## src/rtl/mem_access_unit.sv

```systemverilog
// Core-to-RAM load/store unit: one transaction at a time, with alignment checks,
// little-endian lane extraction and sign/zero extension of load results.
module mem_access_unit #(
  parameter int unsigned ADDRESS_WIDTH = 32,
  parameter int unsigned DATA_WIDTH    = 32,
  parameter int unsigned READ_LATENCY  = 1
) (
  input  logic                     CLK,
  input  logic                     RST,
  input  logic                     req_valid,
  output logic                     req_ready,
  input  logic                     req_we,
  input  logic [1:0]               req_size,
  input  logic                     req_unsigned,
  input  logic [ADDRESS_WIDTH-1:0] req_addr,
  input  logic [DATA_WIDTH-1:0]    req_wdata,
  output logic                     resp_valid,
  output logic [DATA_WIDTH-1:0]    resp_rdata,
  output logic                     resp_error,
  output logic [ADDRESS_WIDTH-1:0] Addr,
  output logic [DATA_WIDTH-1:0]    Data,
  output logic                     W_EN,
  output logic [1:0]               sel,
  input  logic [DATA_WIDTH-1:0]    Output_Data
);

  typedef enum logic [1:0] {
    IDLE      = 2'b00,
    WRITE     = 2'b01,
    READ_WAIT = 2'b10,
    RESP      = 2'b11
  } state_e;

  localparam int unsigned    CNT_W    = 2;
  localparam logic [CNT_W-1:0] CNT_LAST = CNT_W'(READ_LATENCY - 1);

  localparam logic [1:0] SIZE_WORD = 2'b00;
  localparam logic [1:0] SIZE_HALF = 2'b01;
  localparam logic [1:0] SIZE_BYTE = 2'b10;
  localparam logic [1:0] SIZE_RSVD = 2'b11;

  state_e                     state_q, state_d;
  logic [CNT_W-1:0]           cnt_q, cnt_d;
  logic [1:0]                 size_q, size_d;
  logic                       uns_q, uns_d;
  logic [1:0]                 alo_q, alo_d;
  logic [ADDRESS_WIDTH-1:0]   addr_q, addr_d;
  logic [DATA_WIDTH-1:0]      data_q, data_d;
  logic [1:0]                 sel_q, sel_d;
  logic                       wen_q, wen_d;
  logic                       ready_q, ready_d;
  logic                       rvalid_q, rvalid_d;
  logic [DATA_WIDTH-1:0]      rdata_q, rdata_d;
  logic                       rerr_q, rerr_d;

  logic                       req_err_c;
  logic [7:0]                 byte_c;
  logic [15:0]                half_c;
  logic [DATA_WIDTH-1:0]      load_ext_c;

  // Reserved size, odd half address, or word address off a 4-byte boundary.
  assign req_err_c = (req_size == SIZE_RSVD) ||
                     ((req_size == SIZE_HALF) && req_addr[0]) ||
                     ((req_size == SIZE_WORD) && (req_addr[1:0] != 2'b00));

  // Lane select and extension of the returned RAM word.
  always_comb begin
    byte_c     = Output_Data[{alo_q, 3'b000} +: 8];
    half_c     = Output_Data[{alo_q[1], 4'b0000} +: 16];
    load_ext_c = Output_Data;
    case (size_q)
      SIZE_BYTE: load_ext_c = {{(DATA_WIDTH-8){~uns_q & byte_c[7]}}, byte_c};
      SIZE_HALF: load_ext_c = {{(DATA_WIDTH-16){~uns_q & half_c[15]}}, half_c};
      default:   load_ext_c = Output_Data;
    endcase
  end

  // Next-state and registered-output logic.
  always_comb begin
    state_d  = state_q;
    cnt_d    = cnt_q;
    size_d   = size_q;
    uns_d    = uns_q;
    alo_d    = alo_q;
    addr_d   = addr_q;
    data_d   = data_q;
    sel_d    = sel_q;
    rdata_d  = rdata_q;
    rerr_d   = rerr_q;

    case (state_q)
      IDLE: begin
        if (req_valid) begin
          size_d = req_size;
          uns_d  = req_unsigned;
          alo_d  = req_addr[1:0];
          if (req_err_c) begin
            state_d = RESP;
            rdata_d = '0;
            rerr_d  = 1'b1;
          end else if (req_we) begin
            state_d = WRITE;
            addr_d  = req_addr;
            data_d  = req_wdata;
            sel_d   = req_size;
          end else begin
            state_d = READ_WAIT;
            addr_d  = {req_addr[ADDRESS_WIDTH-1:2], 2'b00};
            sel_d   = SIZE_WORD;
            cnt_d   = '0;
          end
        end
      end
      WRITE: begin
        state_d = RESP;
        rdata_d = '0;
        rerr_d  = 1'b0;
      end
      READ_WAIT: begin
        if (cnt_q == CNT_LAST) begin
          state_d = RESP;
          rdata_d = load_ext_c;
          rerr_d  = 1'b0;
          cnt_d   = '0;
        end else begin
          cnt_d = cnt_q + CNT_W'(1);
        end
      end
      RESP: begin
        state_d = IDLE;
      end
      default: begin
        state_d = IDLE;
      end
    endcase

    wen_d    = (state_d == WRITE);
    ready_d  = (state_d == IDLE);
    rvalid_d = (state_d == RESP);
  end

  always_ff @(posedge CLK) begin
    if (RST) begin
      state_q  <= IDLE;
      cnt_q    <= '0;
      size_q   <= '0;
      uns_q    <= 1'b0;
      alo_q    <= '0;
      addr_q   <= '0;
      data_q   <= '0;
      sel_q    <= '0;
      wen_q    <= 1'b0;
      ready_q  <= 1'b1;
      rvalid_q <= 1'b0;
      rdata_q  <= '0;
      rerr_q   <= 1'b0;
    end else begin
      state_q  <= state_d;
      cnt_q    <= cnt_d;
      size_q   <= size_d;
      uns_q    <= uns_d;
      alo_q    <= alo_d;
      addr_q   <= addr_d;
      data_q   <= data_d;
      sel_q    <= sel_d;
      wen_q    <= wen_d;
      ready_q  <= ready_d;
      rvalid_q <= rvalid_d;
      rdata_q  <= rdata_d;
      rerr_q   <= rerr_d;
    end
  end

  assign req_ready  = ready_q;
  assign resp_valid = rvalid_q;
  assign resp_rdata = rdata_q;
  assign resp_error = rerr_q;
  assign Addr       = addr_q;
  assign Data       = data_q;
  assign W_EN       = wen_q;
  assign sel        = sel_q;

endmodule

```

## config.mk

```make
export PLATFORM = sky130hd
export DESIGN_NAME = mem_access_unit
export DESIGN_NICKNAME = d
export VERILOG_FILES = /design/src/rtl/mem_access_unit.sv
export SDC_FILE = /design/constraint.sdc
export NUM_CORES = 1
export LEC_CHECK = 0
export ABC_AREA = 1
export BUFFER_PORTS_ARGS = -buffer_cell sky130_fd_sc_hd__buf_2
export CORE_MARGIN = 8
export CORE_UTILIZATION = 34
export CTS_CLUSTER_SIZE = 10
export DETAILED_ROUTE_END_ITERATION = 10
export PLACE_DENSITY_LB_ADDON = 0.15
export SETUP_SLACK_MARGIN = 0.4
export SYNTH_ARGS = -nofsm -noshare
export SYNTH_HDL_FRONTEND = slang
export SYNTH_SLANG_ARGS = --single-unit
```

## constraint.sdc

```tcl
create_clock -name CLK -period 2 [get_ports CLK]
set_input_delay 0.2 -clock CLK [delete_from_list [all_inputs] [get_ports CLK]]
set_output_delay 0.2 -clock CLK [all_outputs]
set_load 0.05 [all_outputs]
```

## Word-level counts from Yosys, hierarchy flattened

Index checks and enable logic that the tools add are counted.

| word-level totals | value |
|---|---|
| register bits after elaboration | 111 |
| bits of input ports | 103 |

| operators by class | value |
|---|---|
| add/sub/neg operators | 1 |
| equal/unequal tests | 14 |
| shift-type cells | 2 |
| multiplexer cells | 21 |
| bitwise logic cells | 4 |
| reductions and logical operators | 16 |

Operators by type and width:

| cell | number |
|---|---|
| 32-bit two-way mux | 3 |
| 32-bit one-hot mux with 3 select lines | 1 |
| 32-bit one-hot mux with 2 select lines | 1 |
| 32-bit by 6-bit variable part select with 16-bit output | 1 |
| 32-bit by 6-bit variable part select with 8-bit output | 1 |
| 2-bit two-way mux | 10 |
| 4-bit AND reduction | 3 |
| 2-bit equality test, second input constant | 5 |
| 2-bit inequality test, second input constant | 5 |
| 2-bit by 1-bit equality test with 1-bit output, second input constant | 4 |
| 2-bit zero test | 4 |
| 2-bit one-hot mux with 4 select lines | 1 |
| 2-bit one-hot mux with 2 select lines | 1 |
| 2-bit nonzero test | 2 |
| 1-bit two-way mux | 3 |
| 1-bit one-hot mux with 3 select lines | 1 |
| 3-bit AND reduction | 1 |
| 3-bit nonzero test | 1 |
| 2-bit by 1-bit adder with 2-bit output, second input constant | 1 |
| 1-bit bitwise AND | 2 |
| 1-bit logical AND | 2 |
| 1-bit logical OR | 2 |
| 1-bit inverter | 2 |
| 2-bit AND reduction | 1 |

## Longest topological paths before layout

Gate-level depths: netlist (run 1).

| depth | value |
|---|---|
| depth after elaboration | 8 |
| mapped depth | 11 |
| depth with buffers taken out | 10 |

## Worst setup path after synthesis (run 1)

OpenSTA, ideal clock, no wires.

| timing | value |
|---|---|
| kind | flip-flop to flip-flop |
| start | register size_q[0] |
| end | register rdata_q[3], in the netlist resp_rdata[3] |
| setup time | 132 ps |
| arrival | 1467 ps |
| data required time | 1868 ps |
| path slack | 401 ps |
| stages on the path, launching flop included | 11 |
| period minus slack after synthesis | 1599 ps |
| cells stage by stage | dfxtp_1 -> inv_1 -> ha_1 -> buf_2 -> inv_1 -> clkbuf_1 -> nand2_1 -> nand2_1 -> nand2_1 -> nand3_1 -> a21oi_1 |

| between the ends | value |
|---|---|
| cells in the longest elaborated chain, start to end | 4 |
| elaborated cells between the ends (all ways) | 5 |
| classes of those cells | 2 x eq/ne; 3 x mux |

RTL lines:

| what | line | text |
|---|---|---|
| start, declared | 44 | `logic [1:0] size_q, size_d;` |
| start signal, assigned | 160 | `size_q <= size_d;` |
| 2-bit by 1-bit equality test with 1-bit output or 2-bit equality test (tied branches) | 71 | `case (size_q)` |
| 32-bit one-hot mux with 2 select lines (*) | 71 |  |
| 32-bit two-way mux (*) | 120 | `if (cnt_q == CNT_LAST) begin` |
| 32-bit one-hot mux with 3 select lines (*) | 91 | `case (state_q)` |
| end signal, assigned | 169 | `rdata_q <= rdata_d;` |
| end, declared | 53 | `logic [DATA_WIDTH-1:0] rdata_q, rdata_d;` |

Mark *: on every way between the ends. The rest lies on a longest branch, timed or not. The select of a mux whose other input is x is not followed.
A chain may end at the register's enable or synchronous reset.

## Final worst setup path (run 1)

| timing | value |
|---|---|
| start | register state_q[0] |
| end | register rdata_q[30], in the netlist resp_rdata[30] |

| between the ends | value |
|---|---|
| cells in the longest elaborated chain, start to end | 3 |
| elaborated cells between the ends (all ways) | 9 |
| classes of those cells | 5 x eq/ne; 1 x mux; 3 x reduce/logical |

RTL lines:

| what | line | text |
|---|---|---|
| start, declared | 42 | `state_e state_q, state_d;` |
| start signal, assigned | 158 | `state_q <= state_d;` |
| 2-bit equality test, or another cell as far along | 91 |  |
| 2-bit inequality test (no line) or 3-bit nonzero test (tied branches) | n/a |  |
| 4-bit AND reduction (no line) | n/a |  |

Parallel ways exist; a longest one is shown, timed or not.

==> impl_metrics.csv, run 1 <==
group,metric,value,unit
yosys,syn_inst,703,
floorplanning,die_h,135,um
layout,diodes,0,
job,maxCapViolations,0,
floorplanning,ioPinCount,205,
setup_path,worst-setup-path-type,"reg -> reg",
setup_path,crit_fanout,6,
layout,fin_nets,1014,
clock_tree,cts_root_buf,"clkbuf_16",
setup_path,arrival,1.95,ns
placement,place.gp.congestion,0.895,
placement,post-dp-hpwl,11100,um
sta,fin_crit_sh,0.832,
sta,relSlewSlack,0.676,
layout,layoutNonFillerInstCount,1086,
routing,drc,0,
routing,wl_met3,1270,um
clock_tree,clock-sinks,111,
routing,vias_per_cell,4.62,
clock_tree,htreeDepth,3,
floorplanning,rows,43,
run_status,status,"finished, final reports clean",
yosys,yosys_warnings,0,
yosys,synth_area_per_cell,6.87,um2
sta,slew_viol_final,0,
clock_tree,clk_latency,0.35,ns
grt,antenna_found_initial,1,
yosys,synth_seq_cells,111,
sta,tightestPinTransition,0.485,ns
setup_path,start_kind,"register",
routing,drt_iter0_markers,242,
grt,grt_pass1_wl,24300,um
grt,grt_max_degree,65,
placement,dp.cells,1060,
sta,period_minus_slack,1.66,ns
routing,wirelength,15700,um
sta,rsz0062_at_grt,"true",
sta,hold_violations,0,
pwr,power_density,1170,mW/mm2
clock_tree,clockBufferDepth,2,
yosys,seq_area_frac_synth,0.460,
yosys,ys_types,28,
grt,grt_pass1_vias,4913,
pwr,ir_worst_vdd,0.000442,V
routing,wl_met1,6880,um
grt,grt_remaining_overflow,0,
hold_path,hold_class,"in -> reg",
yosys,yosysTopAreaCellShare,0.460,
setup_path,cp.required,2.29,ns
routing,wl_per_cell,14.5,um
layout,layout_commonest_cell,"buf_2",
placement,portBuffers,204,
routing,firstDrtPassIters,4,
floorplanning,die_w,135,um
clock_tree,cts_hold_buf,0,
sta,tns,0,ns
sta,clock.fmax,0.601,GHz
yosys,synthTopCellsByArea,"dfxtp_1, nand2_1, nor2_1",
routing,ant_nets,0,
routing,num_vias,5022,
floorplanning,initial_core_util,0.348,
routing,route.met2.wl,7130,um
yosys,syn_area,0.00483,mm2
clock_tree,cts.clk_slew.worst_paths,0.07,ns
sta,finalSetupViolations,0,
layout,drive_gt1_frac,0.344,
layout,area_delta_synth_final,40.6,%
pwr,p_leak,3.27,nW
layout,final_cell_mix,"buf_2, nand2_1, dfxtp_1",
layout,fill_cells,1496,
clock_tree,numCtsBuffers,9,
grt,track_usage,0.164,
floorplanning,die_area,0.0183,mm2
yosys,syn-num-nets,815,
setup_path,critPathCaptureType,"register",
clock_tree,cts_tree,"built",
sta,worst_clock_skew,0.00432,ns
yosys,yosys.area.top_type,"dfxtp_1",
floorplanning,core_area,0.0139,mm2
routing,dr.max_layer_used,"met5",
## cells in the mapped netlist, drive strengths merged
library cell / n
and2: 1
nand4: 2
nor2: 114
inv: 68
a22oi: 1
nor3: 1
ha: 9
dfxtp: 111
clkbuf: 27
or2: 2
nand3: 28
a21oi: 81
nand2: 175
buf: 14
o21ai: 68
o21bai: 1
## power breakdown
part           switching (W)  leakage, nW  internal [W]  total (W)
clock network       0.000832        0.149       0.00100    0.00183
registers           0.000149        0.905       0.00251    0.00265
logic                0.00237         2.22       0.00109    0.00345
## layout make-up
class,instances,area (um2),area share
clock inverters,5,57.6,0.00847
repair buffers,228,1330,0.196
multi-input cells,484,2440,0.360
clock buffers,10,239,0.0352
flip-flops and latches,111,2230,0.328
inverters,68,264,0.0389
well taps,180,225,0.0332
## per-layer routing
layer | track usage | up-vias
met5 | 0 | -
met4 | 0.0808 | 2
met3 | 0.0568 | 26
met2 | 0.253 | 163
met1 | 0.201 | 2223
li1 | - | 2608
## sequential cells by signal, summed over array words and instances, names as in the netlist
register / cells
Addr: 32
Data: 32
resp_rdata: 32
alo_q: 2
cnt_q: 2
sel: 2
size_q: 2
state_q: 2
W_EN: 1
req_ready: 1
resp_error: 1
resp_valid: 1
uns_q: 1
## worst paths after layout
kind / start / slack, ns / depth (start not counted) / endpoint
hold reg to reg: Data[9] / 0.44 / 2 / Data[9]
setup reg to reg: state_q[0] / 0.34 / 9 / resp_rdata[30]
setup / recovery: state_q[0] / 0.34 / 9 / resp_rdata[30]
hold / removal: req_addr[4] / 0.07 / 3 / Addr[4]
## cell families (layout without fill, tap and decap cells)
family	after synthesis	count (layout)	share of synthesized area
adder cells (fa/ha/maj)	9	9	0.0233
flip-flops	111	111	0.460
buffers and inverters	109	311	0.0914
AND/OR/NAND/NOR	323	324	0.267
AO/OA/AOI/OAI	151	151	0.158
## metrics by stage
stage                     hold WS (ns)  power (W)  utilization  worst slack (ns)  instance area [um2]
final                           0.0697    0.00794        0.489             0.337                 6790
after global routing            0.0587    0.00841        0.489             0.245                 6790
after CTS                       0.0520    0.00761        0.464             0.397                 6440
after detailed placement         0.428    0.00555        0.435             0.174                 6040
after global placement           0.422    0.00557        0.435             0.214                 6040
after floorplan                  0.280    0.00481            -             0.401                 4830
## critical path: stages (launching register included)
cell and delay, ns:
dfxtp_4 0.36, buf_6 0.12, ha_4 0.14, o21bai_4 0.17
nor2_4 0.17, nand3_4 0.16, buf_12 0.19, nor2_2 0.08
nand2_1 0.08, a21oi_2 0.14
## timing repair
| item | CTS | global route |
|---|---|---|
| pin swaps | 1 | 21 |
| setup endpoints to repair | 66 | 61 |
| setup buffers | 3 | 4 |
| gates resized for setup | 17 | 69 |
| cloned | 1 | 3 |
(Power assumes the default switching activity.)
==> run 2, diff against run 1 <==
--- a/config.mk
+++ b/config.mk
@@ -5,7 +5,7 @@
 export SDC_FILE = /design/constraint.sdc
 export NUM_CORES = 1
 export LEC_CHECK = 0
-export ABC_AREA = 1
+export ABC_AREA = 0
 export BUFFER_PORTS_ARGS = -buffer_cell sky130_fd_sc_hd__buf_2
 export CORE_MARGIN = 8
 export CORE_UTILIZATION = 34
==> constraint.sdc (replaced) <==
create_clock -name CLK -period 1.6 [get_ports CLK]
set_input_delay 0.16 -clock CLK [delete_from_list [all_inputs] [get_ports CLK]]
set_output_delay 0.16 -clock CLK [all_outputs]
set_load 0.05 [all_outputs]
==> run 2 against run 1 <==
- the flow now finishes with violations (negative setup slack)
- clock power is 27% higher
- synthesized cell count down 21%
- combinational power grew 89%
- critical path depth shrank 2
- wire length is 23% higher
- first-iteration DRC count increased by 34%
- area after synthesis up 2.5%
==> impl_metrics.csv, run 2 <==
group,metric,value,unit
layout,final_area,0.00824,mm2
floorplanning,die_w,137,um
sta,period_minus_slack,1.60,ns
hold_path,worstHoldStart,"req_addr[25]",
routing,ant_nets,0,
job,maxCapViolations,0,
hold_path,hold_end,"Addr[25]",
floorplanning,die_area,0.0187,mm2
yosys,yosys.area.top_type,"dfxtp_1",
placement,post-dp-hpwl,12500,um
routing,drc,0,
yosys,synth_most_common_cell,"dfxtp_1",
placement,place.gp.congestion,0.817,
pwr,p_sw_frac,0.407,
setup_path,start_kind,"register",
setup_path,r2r_cells,7,
setup_path,r2r_end,"resp_rdata[5]",
placement,placed_area,0.00666,mm2
hold_path,hold_class,"in -> reg",
layout,area_delta_synth_final,66.4,%
yosys,syn_area,0.00495,mm2
sta,finalSetupViolations,2,
pwr,p_int,0.00724,W
sta,relSlewSlack,0.420,
pwr,pwr-share-comb,0.535,
clock_tree,cts_tree,"built",
yosys,ys_async_sr_fraction,0,
yosys,synthTopCellsByCount,"dfxtp_1, a21oi_1, clkbuf_1",
setup_path,critPathCaptureType,"register",
clock_tree,clock-sinks,111,
setup_path,r2r-start,"size_q[0]",
yosys,synthTopCellsByArea,"dfxtp_1, a21oi_1, o31ai_1",
clock_tree,clk_latency,0.35,ns
yosys,synth_seq_cells,111,
layout,layoutNonFillerInstCount,974,
setup_path,rrSetupSlack,-0.001,ns
sta,tightestPinTransition,0.869,ns
floorplanning,die_h,137,um
floorplanning,core_area,0.0144,mm2
run_status,violations,"negative setup slack",
hold_path,hold_path_depth,3,
yosys,syn_inst,556,
placement,portBuffers,204,
grt,grt_pass1_vias,5518,
yosys,syn-num-nets,668,
sta,whs,0.0559,ns
layout,final_cell_mix,"buf_2, dfxtp_1, a21oi_1",
yosys,synth_edf_count,0,
yosys,synth_area_per_cell,8.91,um2
layout,multi_input_area,0.00329,mm2
routing,drt_iter0_markers,324,
placement,place_ws,-0.0926,ns
layout,fill_cells,1261,
routing,wirelength,19400,um
clock_tree,cts.clk_slew.worst_paths,0.08,ns
clock_tree,cts_hold_buf,0,
clock_tree,cts_root_buf,"clkbuf_16",
pwr,p_leak,3.30,nW
yosys,synthFlopType,"dfxtp_1",
clock_tree,numCtsBuffers,9,
grt,grt_max_degree,62,
grt,track_usage,0.195,
pwr,p_total,0.0122,W
yosys,yosysTopAreaCellShare,0.449,
pwr,ir_worst_vdd,0.000713,V
routing,wl_per_cell,19.9,um
sta,clock.fmax,0.625,GHz
floorplanning,initial_core_util,0.345,
setup_path,arrival,1.85,ns
sta,rsz0062_at_grt,"true",
sta,worst_clock_skew,0.00740,ns
yosys,ys_types,45,
sta,fin_crit_sh,1.00,
pwr,clockPowerShare,0.190,
yosys,yosys_warnings,0,
pwr,seqPwrFrac,0.275,
setup_path,cp.required,1.84,ns
pwr,netSwitchingPower,0.00497,W
sta,setup_ws,-0.00101,ns
sta,slew_viol_final,0,
sta,hold_violations,0,
placement,dp.cells,920,
setup_path,crit_fanout,7,
setup_path,worst-setup-path-type,"reg -> reg",
grt,grt_pass1_wl,29100,um
layout,drive_gt1_frac,0.565,
run_status,status,"complete, but fails checks",
routing,firstDrtPassIters,5,
routing,vias_per_cell,5.48,
pwr,power_density,1480,mW/mm2
layout,layout_commonest_cell,"buf_2",
floorplanning,ioPinCount,205,
layout,fin_nets,895,
floorplanning,rows,44,
grt,antenna_found_initial,2,
clock_tree,htreeDepth,3,
clock_tree,clockBufferDepth,2,
layout,regArea,0.00224,mm2
grt,grt_remaining_overflow,0,
yosys,seq_area_frac_synth,0.449,
routing,num_vias,5340,
-- run 2: changes by cell type in the layout (fill, tap and decap cells not counted), moves of 27 or more --
cell,delta
nand2_1,-150
o21ai_0,-52
a21oi_2,+29
nand4_1,+35
a21oi_1,-27
inv_1,-56
nor2_1,-86
-- run 2: kinds of logic (layout without fill, tap and decap cells) --
group / after synthesis / after routing / share of synthesized area
AO/OA/AOI/OAI: 212 / 212 / 0.284
AND/OR/NAND/NOR: 148 / 148 / 0.166
flip-flops: 111 / 111 / 0.449
buffers and inverters: 66 / 298 / 0.0558
multiplexers: 10 / 10 / 0.0227
adder cells (fa/ha/maj): 9 / 9 / 0.0227
other: 0 / 2 / 0
-- run 2: how the worst max path moves through the flow --
| stage | to | start | slack [ns] |
|---|---|---|---|
| after detailed placement | resp_rdata[15] | alo_q[1] | -0.09 |
| after CTS | resp_rdata[5] | size_q[0] | 0.003 |
| after global routing | resp_rdata[6] | size_q[0] | -0.05 |
| after floorplan | resp_rdata[0] | size_q[0] | 0.09 |
| after global placement | resp_rdata[15] | alo_q[1] | -0.04 |
| final | resp_rdata[5] | size_q[0] | -0.001 |
-- run 2: layout make-up --
cell class | count | area share
diodes | 2 | 0.000607
clock buffers | 10 | 0.0278
clock inverters | 6 | 0.00835
inverters | 10 | 0.00607
multi-input cells | 379 | 0.399
flip-flops and latches | 111 | 0.271
well taps | 184 | 0.0279
repair buffers | 272 | 0.259
-- run 2: what timing repair did --
action	CTS	global route
gates cloned	11	5
resized for setup	96	89
pin swaps	66	38
setup buffers	15	5
setup endpoints to repair	111	119
-- run 2: worst max-delay path, stage by stage, from the launching register on --
cell	delay (ns)
dfxtp_2	0.34
inv_2	0.04
ha_4	0.31
nand3b_1	0.17
buf_6	0.15
nor2b_1	0.05
a221o_1	0.25
a22o_1	0.18
-- run 2: layer usage --
metal	part of all wire	GRT usage
met1	0.41	0.232
met2	0.48	0.316
met3	0.087	0.0745
met4	0.022	0.0689
met5	0	0
-- run 2: metrics by stage --
step                       TNS, ns  utilization
final                     -0.00149        0.574
after global routing         -1.26        0.574
after CTS                        0        0.542
after detailed placement    -0.737        0.464
after global placement      -0.256        0.464
after floorplan                  0            -
-- run 2: power groups by stage --
stage / sequential, W / combinational [W] / clock, W
after floorplan: 0.00440 / 0.00233 / 0
after global placement: 0.00338 / 0.00431 / 0
after detailed placement: 0.00339 / 0.00436 / 0
after CTS: 0.00335 / 0.00593 / 0.00237
after global routing: 0.00341 / 0.00690 / 0.00248
final: 0.00336 / 0.00653 / 0.00232
